===== config.mk =====
export PLATFORM = sky130hd
export DESIGN_NAME = fp_seq_divider
export DESIGN_NICKNAME = d
export VERILOG_FILES = /design/src/rtl/fp_pkg.sv /design/src/rtl/fp_div_step.sv /design/src/rtl/fp_seq_divider.sv
export SDC_FILE = /design/constraint.sdc
export NUM_CORES = 1
export LEC_CHECK = 0
export BUFFER_PORTS_ARGS = -buffer_cell sky130_fd_sc_hd__clkbuf_2
export CAP_MARGIN = 20
export CORE_MARGIN = 5
export CORE_UTILIZATION = 51
export CTS_CLUSTER_SIZE = 12
export DETAILED_ROUTE_END_ITERATION = 10
export GPL_TIMING_DRIVEN = 0
export PLACE_DENSITY = 0.68
export SLEW_MARGIN = 40
export SYNTH_ARGS = -nofsm -noshare
export SYNTH_HDL_FRONTEND = slang
export SYNTH_SLANG_ARGS = --single-unit

===== constraint.sdc =====
create_clock -name clk -period 4.6 [get_ports clk]
set_clock_uncertainty 0.2 [all_clocks]
set_input_delay 0.69 -clock clk [delete_from_list [all_inputs] [get_ports clk]]
set_output_delay 0.69 -clock clk [all_outputs]
set_load 0.01 [all_outputs]

===== src/rtl/fp_pkg.sv =====
// Shared constants and state encoding for the floating-point ALU units
// (this divider and the fused multiplier use the same saturation codes).
package fp_pkg;
  localparam int EXP_W = 8;
  localparam int MAN_W = 24;
  localparam int BIAS  = 63;
  localparam int CNT_W = 5;

  localparam logic [EXP_W-1:0] EXP_INF = 8'h7F;
  localparam logic [EXP_W-1:0] EXP_MAX = 8'h7E;

  typedef enum logic [1:0] {
    IDLE   = 2'd0,
    DIVIDE = 2'd1,
    NORM   = 2'd2,
    DONE   = 2'd3
  } state_e;
endpackage


===== src/rtl/fp_div_step.sv =====
// One restoring-division step: compare, conditionally subtract, shift left.
module fp_div_step
  import fp_pkg::*;
(
  input  logic [MAN_W:0]   rem_i,
  input  logic [MAN_W-1:0] div_i,
  output logic [MAN_W:0]   rem_o,
  output logic             q_bit_o
);

  logic [MAN_W:0] diff_s;

  // The remainder stays below the divisor after each step, so the shift never loses a set bit.
  always_comb begin
    diff_s = rem_i - {1'b0, div_i};
    if (rem_i >= {1'b0, div_i}) begin
      q_bit_o = 1'b1;
      rem_o   = diff_s << 1;
    end else begin
      q_bit_o = 1'b0;
      rem_o   = rem_i << 1;
    end
  end

endmodule


===== src/rtl/fp_seq_divider.sv =====
// Iterative floating-point divider Q = A / B, one quotient bit per cycle,
// with valid/ready handshakes on both the operand and the result side.
module fp_seq_divider
  import fp_pkg::*;
(
  input  logic             clk,
  input  logic             rst,
  input  logic             in_valid,
  output logic             in_ready,
  input  logic [EXP_W-1:0] expA,
  input  logic [EXP_W-1:0] expB,
  input  logic [MAN_W-1:0] manA,
  input  logic [MAN_W-1:0] manB,
  output logic             out_valid,
  input  logic             out_ready,
  output logic [EXP_W-1:0] expAns,
  output logic [MAN_W-1:0] manAns,
  output logic             dz,
  output logic             ovf
);

  localparam logic signed [EXP_W+1:0] E_HI = (EXP_W+2)'(EXP_MAX);
  localparam logic signed [EXP_W+1:0] E_LO = (EXP_W+2)'(1);
  localparam logic signed [EXP_W+1:0] E_BIAS = (EXP_W+2)'(BIAS);

  state_e             state_q, state_d;
  logic [CNT_W-1:0]   cnt_q, cnt_d;
  logic [MAN_W:0]     rem_q, rem_d;
  logic [MAN_W:0]     quo_q, quo_d;
  logic [EXP_W-1:0]   exp_a_q, exp_a_d;
  logic [EXP_W-1:0]   exp_b_q, exp_b_d;
  logic [MAN_W-1:0]   man_b_q, man_b_d;
  logic               dz_pend_q, dz_pend_d;
  logic               zero_pend_q, zero_pend_d;
  logic [EXP_W-1:0]   exp_ans_q, exp_ans_d;
  logic [MAN_W-1:0]   man_ans_q, man_ans_d;
  logic               dz_q, dz_d;
  logic               ovf_q, ovf_d;

  logic [MAN_W:0]          step_rem_s;
  logic                    step_q_bit_s;
  logic signed [EXP_W+1:0] exp_e_s;
  logic [MAN_W-1:0]        norm_man_s;

  fp_div_step u_step (
    .rem_i   (rem_q),
    .div_i   (man_b_q),
    .rem_o   (step_rem_s),
    .q_bit_o (step_q_bit_s)
  );

  // Unbiased exponent difference rebiased; one less when the quotient is below 1.0.
  always_comb begin
    exp_e_s = $signed({2'b00, exp_a_q}) - $signed({2'b00, exp_b_q}) + E_BIAS
              - $signed({{(EXP_W+1){1'b0}}, ~quo_q[MAN_W]});
    if (quo_q[MAN_W]) begin
      norm_man_s = quo_q[MAN_W:1];
    end else begin
      norm_man_s = quo_q[MAN_W-1:0];
    end
  end

  // Next-state and datapath control.
  always_comb begin
    state_d     = state_q;
    cnt_d       = cnt_q;
    rem_d       = rem_q;
    quo_d       = quo_q;
    exp_a_d     = exp_a_q;
    exp_b_d     = exp_b_q;
    man_b_d     = man_b_q;
    dz_pend_d   = dz_pend_q;
    zero_pend_d = zero_pend_q;
    exp_ans_d   = exp_ans_q;
    man_ans_d   = man_ans_q;
    dz_d        = dz_q;
    ovf_d       = ovf_q;
    case (state_q)
      IDLE: begin
        if (in_valid) begin
          exp_a_d     = expA;
          exp_b_d     = expB;
          man_b_d     = manB;
          rem_d       = {1'b0, manA};
          quo_d       = '0;
          cnt_d       = '0;
          dz_pend_d   = (manB == '0);
          zero_pend_d = (manA == '0);
          // Zero operands skip the iteration and resolve directly in NORM.
          if ((manB == '0) || (manA == '0)) begin
            state_d = NORM;
          end else begin
            state_d = DIVIDE;
          end
        end else begin
          state_d = IDLE;
        end
      end
      DIVIDE: begin
        rem_d = step_rem_s;
        quo_d = {quo_q[MAN_W-1:0], step_q_bit_s};
        if (cnt_q == CNT_W'(MAN_W)) begin
          state_d = NORM;
        end else begin
          cnt_d = cnt_q + 5'd1;
        end
      end
      NORM: begin
        dz_d    = 1'b0;
        ovf_d   = 1'b0;
        state_d = DONE;
        if (dz_pend_q) begin
          exp_ans_d = EXP_INF;
          man_ans_d = '0;
          dz_d      = 1'b1;
        end else if (zero_pend_q) begin
          exp_ans_d = '0;
          man_ans_d = '0;
        end else if (exp_e_s > E_HI) begin
          exp_ans_d = EXP_INF;
          man_ans_d = '0;
          ovf_d     = 1'b1;
        end else if (exp_e_s < E_LO) begin
          exp_ans_d = '0;
          man_ans_d = '0;
        end else begin
          exp_ans_d = exp_e_s[EXP_W-1:0];
          man_ans_d = norm_man_s;
        end
      end
      DONE: begin
        if (out_ready) begin
          state_d = IDLE;
        end else begin
          state_d = DONE;
        end
      end
      default: begin
        state_d = IDLE;
      end
    endcase
  end

  // State, datapath and output registers with synchronous reset.
  always_ff @(posedge clk) begin
    if (rst) begin
      state_q     <= IDLE;
      cnt_q       <= '0;
      rem_q       <= '0;
      quo_q       <= '0;
      exp_a_q     <= '0;
      exp_b_q     <= '0;
      man_b_q     <= '0;
      dz_pend_q   <= 1'b0;
      zero_pend_q <= 1'b0;
      exp_ans_q   <= '0;
      man_ans_q   <= '0;
      dz_q        <= 1'b0;
      ovf_q       <= 1'b0;
    end else begin
      state_q     <= state_d;
      cnt_q       <= cnt_d;
      rem_q       <= rem_d;
      quo_q       <= quo_d;
      exp_a_q     <= exp_a_d;
      exp_b_q     <= exp_b_d;
      man_b_q     <= man_b_d;
      dz_pend_q   <= dz_pend_d;
      zero_pend_q <= zero_pend_d;
      exp_ans_q   <= exp_ans_d;
      man_ans_q   <= man_ans_d;
      dz_q        <= dz_d;
      ovf_q       <= ovf_d;
    end
  end

  assign in_ready  = (state_q == IDLE);
  assign out_valid = (state_q == DONE);
  assign expAns    = exp_ans_q;
  assign manAns    = man_ans_q;
  assign dz        = dz_q;
  assign ovf       = ovf_q;

endmodule


==> reports/qor.txt <==
Final nets: 1254
clk_lat worst skew: 420 ps
core area: 0.0158 mm2
met1 usage: 32.9%
number of buffers inserted by port buffering: 102
syn_area_per_cell: 8.04 um2
Final Hold Fails: 0
standard-cell rows: 46
CTS H-tree depth: 4
area grow syn2layout: 17.9%
critical path cell sequence: inv_1, ha_1, nor2b_1, o31a_4, o311ai_4, a21oi_1, xnor2_1, buf_2, inv_1, ha_1, inv_1, nor4b_4, nor3_4, buf_12, buf_4, o41ai_2
Peak VDD IR: 0.336 mV
startpoint class of the critical path: flop
Post-synth EDFFs: 0
Worst EP arrival: 4500 ps
antenna-violating nets left: 0
drt drc: 0
Final Non-Filler Cells: 1371
layout cell share with drive strength beyond 1: 17.7%
RSZ-0062 raised after global routing: true
largest net degree at the start of global routing: 17
Crit Path Max Fanout: 10
dominant cells by area after synthesis: dfxtp_1 (33%), nand2_1 (10%), ha_1 (6.4%)
initial antenna violation count: 1
Max-Cap Viols: 0
top cell type by total area after synthesis: dfxtp_1
placed cell area: 0.00894 mm2
WL final: 22700 um
pwr/cell area: 603 mW/mm2
Critical Path RT: 4730 ps
Mapped Cells: 1014
Synth Flop Type: dfxtp_1
worst hold slack: 252 ps
Synth cell types: 76
M2 GR Usage: 39.1%
post-synthesis sequential area ratio: 32.7%
Net Count, Synth: 1127
synthesized area: 0.00815 mm2
CP peak stage delay: 400 ps
final setup fails: 0
TritonCTS clock tree: yes
Rel. slew slack: 52.3%
vias in the first global route: 7041
DRT iter0 DRCs: 601
CTS clk-pin slew, worst paths: 70 ps
share of the synthesized area in the top cell type: 32.7%
Num CTS Buffers: 17
wire length per cell: 16.5 um
leakage: 3.74 nW
Crit-path slowest cell: o311ai_4
FF+latch count, synth: 133
Ports: 104
starting density of the core: 51.7%
Die X: 136 um
f_max: 229 MHz
GRT Total Usage: 24.2%
critical path's top delay family: compound AO/OA/AOI/OAI gates
minimum clock period: 4370 ps
die area: 0.0186 mm2
kind of critical path: reg -> reg
status: complete, no violations
most frequent cells in the layout: nand2_1 (226), dfxtp_1 (133), clkbuf_2 (102)
CTS Buffer Depth: 2
GR Overflow Total: 0
GPL Wtd Cong: 0.894
DP HPWL: 17200 um
TritonRoute pass-1 iters: 5
Critical Path End Type: flop
final instance area: 0.00962 mm2
hold path startpoint: manAns[20]
Clock Sinks: 133
share of synthesized registers carrying an async set or reset: 0%
worst slew pin tran: 716 ps
yosys warns: 0
met3 usage: 4.77%
placed cells: 1332
routed vias/inst: 5.66
Root Driver: clkbuf_16
Worst path most repeated cell: inv_1
Pins Over Slew Limit: 0
leading cell type in the layout, fill and taps excluded: nand2_1
Die H: 136 um
vias: 7759
CP startpoint: exp_b_q[1]
Hold Path Class: reg -> reg
Final period util: 95.1%
sum of buffers and inverters on the critical path: 6
first-pass GRT wire length: 35700 um
RR Startpoint: exp_b_q[1]
Most Crowded Layer GR: met2
## layer usage
metal | vias up | wire [um] | part of all wire (%)
li1 | 3909 | - | -
met5 | - | 0 | 0
met1 | 3606 | 10500 | 46
met4 | 0 | 404 | 1.8
met3 | 32 | 1270 | 5.6
met2 | 212 | 10500 | 46
## sequential cells by signal, summed over array words and instances (netlist names)
register / flops
rem_q: 25
cnt_q: 5
dz: 1
quo_q: 25
dz_pend_q: 1
man_b_q: 24
ovf: 1
manAns: 24
zero_pend_q: 1
exp_b_q: 8
expAns: 8
state_q: 2
exp_a_q: 8
## timing repair
item                                    CTS  global route
buffers inserted                          0             6
pin swaps                                 0             1
hold buffers                              0             0
gates resized for setup                   1             9
endpoints found under the setup margin   20            28
## tightest hold or removal path: stages (launching register included)
cell	delay (ps)
dfxtp_1	320
nand2_1	60
o41ai_2	40
## through the flow
stage	setup TNS, ps	power (mW)	util, %	setup slack (ps)
floorplan	0	3.58	-	533
global placement	-1490	4.23	56.7	-82.4
detailed placement	-2340	4.25	56.7	-131
CTS	0	5.60	60.4	19.5
global route	-58.2	6.16	61.0	-30.9
finish	0	5.80	61.0	226
## final cells by class
class                      count  area, um2
fill                        1512       6150
antenna                        1       2.50
buffer                        67        304
clock buffer                  18        439
tap                          216        270
timing repair buffer         108        568
inverter                      53        199
multi-input combinational    761       5030
sequential                   133       2660
clock inverter                14        139
## logic make-up after synthesis
kind of cell | Yosys count | synth area share (%)
AOI/OAI and AO/OA | 267 | 24.5
and+or+nand+nor | 387 | 22.2
buffers and inverters | 120 | 6.11
muxes | 35 | 4.31
xor gates and xnor gates | 27 | 2.99
DFF | 133 | 32.7
adders and majority gates | 45 | 7.18
## final timing paths
path	endpoint	slack [ps]	depth (start not counted)
max	manAns[15]	230	16
min	manAns[20]	250	2
max reg2reg	manAns[15]	230	16
min reg2reg	manAns[20]	250	2
## cell usage after synthesis (4+ instances only)
master and instances:
a31o_2 10, nand4_1 11, nor2b_1 9, nor2_1 29
o41ai_1 4, and2_1 5, o21a_1 9, o31ai_1 6
or2_2 4, clkbuf_1 52, xnor2_1 16, a21oi_1 99
nor3_1 14, mux2i_1 34, a211o_1 5, nand2_1 227
nor4_1 16, a21o_1 15, dfxtp_1 133, a31oi_1 25
a211oi_1 9, xor2_1 10, o21ai_0 18, o41ai_2 20
nand3_1 37, nor3b_1 7, buf_1 7, or3_1 4
a221oi_1 6, or4_1 4, o31a_1 6, ha_1 42
inv_1 53, nand2b_1 4
## report_power, final
group          internal [mW]  total (mW)  leakage, nW  switching [mW]
Combinational           1.20        3.09         2.39            1.89
Clock                  0.772        1.34        0.270           0.571
Sequential              1.27        1.37         1.08           0.101
Note: power is estimated with default switching activity, not from simulation.
